## src/rtl/kim_display_keypad.sv

```systemverilog
// KIM-1 board model: 74145 select decode, 6-digit LED display with afterglow,
// and a debounced 3x7 keypad matrix returned on port A.

module kim_digit_cell #(
  parameter int PERSIST_CYCLES = 4096,
  parameter int PCW            = $clog2(PERSIST_CYCLES + 1)
) (
  input  logic       phi2,
  input  logic       rst,
  input  logic       sel_hit,
  input  logic [6:0] seg_in,
  output logic [6:0] seg,
  output logic       lit
);
  logic [PCW-1:0] cnt;

  // Counter reaching 1 marks the final afterglow edge; blank on that edge.
  always_ff @(posedge phi2) begin
    if (rst) begin
      cnt <= '0;
      seg <= '0;
      lit <= 1'b0;
    end else if (sel_hit) begin
      cnt <= PCW'(PERSIST_CYCLES);
      seg <= seg_in;
      lit <= 1'b1;
    end else if (cnt > PCW'(1)) begin
      cnt <= cnt - PCW'(1);
    end else if (cnt == PCW'(1)) begin
      cnt <= '0;
      seg <= '0;
      lit <= 1'b0;
    end
  end
endmodule

module kim_display_keypad #(
  parameter int NUM_DIGITS      = 6,
  parameter int PERSIST_CYCLES  = 4096,
  parameter int DEBOUNCE_CYCLES = 1024
) (
  input  logic                    phi2,
  input  logic                    rst,
  input  logic [7:0]              PAO,
  input  logic [7:0]              DDRA,
  input  logic [7:0]              PBO,
  input  logic [7:0]              DDRB,
  input  logic [20:0]             keys,
  output logic [7:0]              PAI,
  output logic [NUM_DIGITS*7-1:0] digit_seg,
  output logic [NUM_DIGITS-1:0]   digit_lit,
  output logic                    key_any
);
  localparam int DCW = $clog2(DEBOUNCE_CYCLES + 1);

  logic [3:0]     sel;
  logic [6:0]     seg_in;
  logic [20:0]    ksync1, ksync, ksync_d, kdb;
  logic [DCW-1:0] dcnt;
  logic [6:0]     row_n;

  // Select lines only drive the 74145 when all four bits are outputs.
  assign sel    = (DDRB[4:1] == 4'hF) ? PBO[4:1] : 4'hF;
  assign seg_in = PAO[6:0] & DDRA[6:0];

  logic unused;
  assign unused = ^{PAO[7], DDRA[7], PBO[7:5], PBO[0], DDRB[7:5], DDRB[0]};

  always_ff @(posedge phi2) begin
    if (rst) begin
      ksync1  <= '0;
      ksync   <= '0;
      ksync_d <= '0;
      dcnt    <= '0;
      kdb     <= '0;
    end else begin
      ksync1  <= keys;
      ksync   <= ksync1;
      ksync_d <= ksync;
      if (ksync != ksync_d) begin
        dcnt <= '0;
      end else if (dcnt != DCW'(DEBOUNCE_CYCLES)) begin
        dcnt <= dcnt + DCW'(1);
        // Load only on the transition into saturation: once per stable run.
        if (dcnt == DCW'(DEBOUNCE_CYCLES - 1)) kdb <= ksync;
      end
    end
  end

  always_comb begin
    row_n = 7'h7F;
    case (sel)
      4'd0:    row_n = ~kdb[6:0];
      4'd1:    row_n = ~kdb[13:7];
      4'd2:    row_n = ~kdb[20:14];
      default: row_n = 7'h7F;
    endcase
  end

  always_ff @(posedge phi2) begin
    if (rst) begin
      PAI     <= 8'hFF;
      key_any <= 1'b0;
    end else begin
      PAI     <= {1'b1, row_n};
      key_any <= |kdb;
    end
  end

  for (genvar d = 0; d < NUM_DIGITS; d++) begin : g_digit
    kim_digit_cell #(.PERSIST_CYCLES(PERSIST_CYCLES)) u_digit (
      .phi2   (phi2),
      .rst    (rst),
      .sel_hit(sel == 4'(d + 4)),
      .seg_in (seg_in),
      .seg    (digit_seg[d*7 +: 7]),
      .lit    (digit_lit[d])
    );
  end
endmodule

```

## config.mk

```make
export PLATFORM = sky130hd
export DESIGN_NAME = kim_display_keypad
export DESIGN_NICKNAME = d
export VERILOG_FILES = /design/src/rtl/kim_display_keypad.sv
export SDC_FILE = /design/constraint.sdc
export NUM_CORES = 1
export LEC_CHECK = 0
export ABC_AREA = 1
export CAP_MARGIN = 20
export CORE_ASPECT_RATIO = 0.75
export CORE_MARGIN = 4
export CORE_UTILIZATION = 55
export CTS_CLUSTER_DIAMETER = 40
export DETAILED_ROUTE_END_ITERATION = 10
export GPL_ROUTABILITY_DRIVEN = 0
export PLACE_DENSITY = 0.76
export SLEW_MARGIN = 20
export SYNTH_ARGS = -nofsm -noshare
export SYNTH_HDL_FRONTEND = slang
export SYNTH_SLANG_ARGS = --single-unit
```

## constraint.sdc

```tcl
create_clock -name phi2 -period 1.94 [get_ports phi2]
set_clock_uncertainty 0.1 [all_clocks]
set_input_delay 0.485 -clock phi2 [delete_from_list [all_inputs] [get_ports phi2]]
set_output_delay 0.485 -clock phi2 [all_outputs]
set_load 0.01 [all_outputs]
```

==> results of run 1 <==
==> area by class of cell <==
type,instances,area (sq um)
clock buffer,32,702
clock inverter,14,199
fill,1410,5010
inverter,187,702
multi-input combinational,851,4150
sequential,229,4580
tap,236,295
timing repair buffer,139,1340
==> power by group through the flow <==
stage | Combinational, mW | Clock, mW | Sequential, mW
detailed placement | 4.63 | 0 | 5.86
floorplan | 3.59 | 0 | 5.76
CTS | 4.69 | 5.13 | 5.77
global route | 5.46 | 5.35 | 5.85
global placement | 4.48 | 0 | 5.84
finish | 4.75 | 5.05 | 5.78
==> cells in the mapped netlist (all sizes together) <==
master  instances
nand2         256
o221ai          7
a31o            1
nor4           14
a21oi          63
ha             14
xor2           40
a31oi           2
nor2          246
o21ai          20
nor3           54
inv           187
buf            18
conb            1
dfxtp         229
and3            1
a211oi          3
and2            2
nand3b          4
or2             4
clkbuf         22
nand3          57
nand4          43
xnor2          12
nor3b           7
==> worst max-delay path, stage by stage <==
cell	delay, ns
clkdlybuf4s50_1	0.45
nand2_1	0.06
nor2_2	0.20
nand2_1	0.18
nor2_2	0.18
nand2_1	0.18
and2_1	0.29
nand2_1	0.09
a21oi_1	0.06
==> worst max path at each step <==
stage                              startpoint                          to  slack [ns]  cells after the start
finish                                DDRB[2]   g_digit[1].u_digit.seg[1]        0.04                      9
global route                          DDRB[2]   g_digit[0].u_digit.seg[2]       -0.05                      9
CTS                                    PAI[6]                      PAI[6]       0.001                      1
detailed placement                    DDRB[2]   g_digit[0].u_digit.seg[6]       -0.45                      9
global placement                      DDRB[2]   g_digit[0].u_digit.cnt[2]       -0.40                      9
floorplan           g_digit[1].u_digit.cnt[0]  g_digit[1].u_digit.cnt[10]        0.22                      9
==> metal layers <==
layer	GRT usage	wire length (um)
met4	0.0505	388
met1	0.311	10500
met5	0	0
met2	0.360	9630
met3	0.0386	1350
==> state kept, by name (all words and copies together) (netlist names) <==
register             count
ksync                   21
kdb                     21
g_digit.u_digit.cnt     78
PAI                      7
g_digit.u_digit.lit      6
g_digit.u_digit.seg     42
ksync1                  21
dcnt                    11
ksync_d                 21
key_any                  1
==> logic make-up (layout without fill, tap and decap cells) <==
family | after synthesis | count (layout) | synth area share
simple gates | 688 | 688 | 0.309
fa+ha+maj | 14 | 14 | 0.0182
compound gates | 96 | 96 | 0.0542
xor+xnor | 52 | 52 | 0.0474
other cells | 1 | 1 | 0.000390
flops | 229 | 229 | 0.477
buf+inv | 227 | 372 | 0.0939
==> repair_timing <==
item / in CTS / in global routing
setup endpoints to repair: 54 / 37
gates resized for setup: 54 / 11
setup buffers: 0 / 1
pin swaps: 0 / 1
==> metrics.md, run 1 <==
| Metric | Value |
|---|---|
| Vias | `8404` |
| Drt drc | `0` |
| Worst-case clock buffer depth | `3` |
| Mapped Area | `9610 sq um` |
| Worst Hold Class | `flop to flop` |
| Commonest non-fill, non-tap cells in the layout | `nand2_1 (255), nor2_1 (235), dfxtp_1 (229)` |
| Fmax | `0.527 GHz` |
| PD cells | `1300 nW/um^2` |
| Share of layout cells above drive strength 1 | `0.0785` |
| Remaining global-route overflow | `0` |
| Sw Ratio | `0.340` |
| Drt total wl | `21.8 mm` |
| MaxCap Viol Count | `0` |
| Sw power | `5.29 mW` |
| Core ar. | `17000 sq um` |
| Synthesized instance count | `1307` |
| Distinct cell type count after synthesis | `34` |
| Final Worst Setup Slack | `0.0410 ns` |
| Syn-to-layout area delta | `24.6%` |
| Root buf cell | `clkbuf_16` |
| Share of the synthesized area in the top cell type | `0.477` |
| Worst Hold End | `ksync[7]` |
| Synth top area cells | `dfxtp_1 (48%), nand2_1 (10%), nor2_1 (9.4%)` |
| Pin count of the biggest net entering global routing | `95` |
| Fin crit share | `0.979` |
| Clock Pin Slew Worst Setup and Hold Paths | `0.06 ns` |
| Peak VDD IR | `0.897 mV` |
| Yosys top cell by area | `dfxtp_1` |
| Leakage power | `5.50 nW` |
| Arrival time of the worst setup path | `2.18 ns` |
| Fin. Hold Viols | `0` |
| Hold slack | `0.301 ns` |
| Clock power share | `0.324` |
| Horiz. Die Dim | `161 um` |
| Ys Warns | `0` |
| DRT iter0 DRCs | `535` |
| Via/cell ratio | `4.98` |
| Global-route wire length before repair | `37.0 mm` |
| Final Core Density | `0.705` |
| H-tree depth | `1` |
| Nets | `1502` |
| Placed inst area | `11100 sq um` |
| P_int | `10.3 mW` |
| RR Endpoint | `kdb[13]` |
| Status | `completed` |
| Non-Filler Instances | `1688` |
| Hold_sp | `ksync1[7]` |
| Initial Utilization | `0.566` |
| Final min period | `1.90 ns` |
| Commonest non-fill, non-tap cell in the layout | `nand2_1` |
| Remaining antenna violation count | `0` |
| Final setup TNS | `0 ns` |
| Final Power | `15.6 mW` |
| Register area share after synthesis | `0.477` |
| Startpoint type of the worst setup path | `input pin` |
| Launch point of the worst reg-to-reg path | `dcnt[0]` |
| CTS tree | `yes` |
| Slew HR | `0.602` |
| Clk sinks | `229` |
| Slew @ Worst Pin | `0.592 ns` |
| Mean routed wirelength per cell | `12.9 um` |
| Die area | `19700 sq um` |
| Sequential Power Share | `0.371` |
| Synth Register Bits | `229` |
| CP max FO | `7` |
| Hold Path Depth | `2` |
| Initial antenna violation count | `0` |
| Top Ports | `112` |
| Combinational fraction of design power | `0.305` |
| # setup viols final | `0` |
| GRT Total Usage | `0.221` |
| Height of the die | `122 um` |
| Clock buffer count from CTS | `25` |
| Slew Limit Fails | `0` |
| Rows | `41` |
| Syn_area_per_cell | `7.35 sq um` |
| Worst R2R Path Depth | `10` |
| R2R Setup Slk | `0.17 ns` |
| Cells after DPL | `1641` |
| Synth Net Count | `1376` |
| Detailed placement HPWL | `15.7 mm` |
| Ant diodes | `0` |
| DP Worst Slack | `-0.451 ns` |
| Setup crit end kind | `flop` |
| CP required | `2.22 ns` |
| Skew-Pair Late Insertion Delay | `0.51 ns` |
| Post-route design area | `12000 sq um` |
| Vias in the first global route | `7879` |
| Crit path kind | `input pin to flop` |
| Pre-antenna DRT Iters | `5` |
| Hold Buf Count CTS | `0` |
| I/O Buffers | `100` |
(Power assumes the default switching activity.)
==> run 2: changes to the inputs <==
- SLEW_MARGIN: 20 -> unset
==> results of run 2 <==
Same layout as run 1: the final DEF is identical, and so are final timing and power.
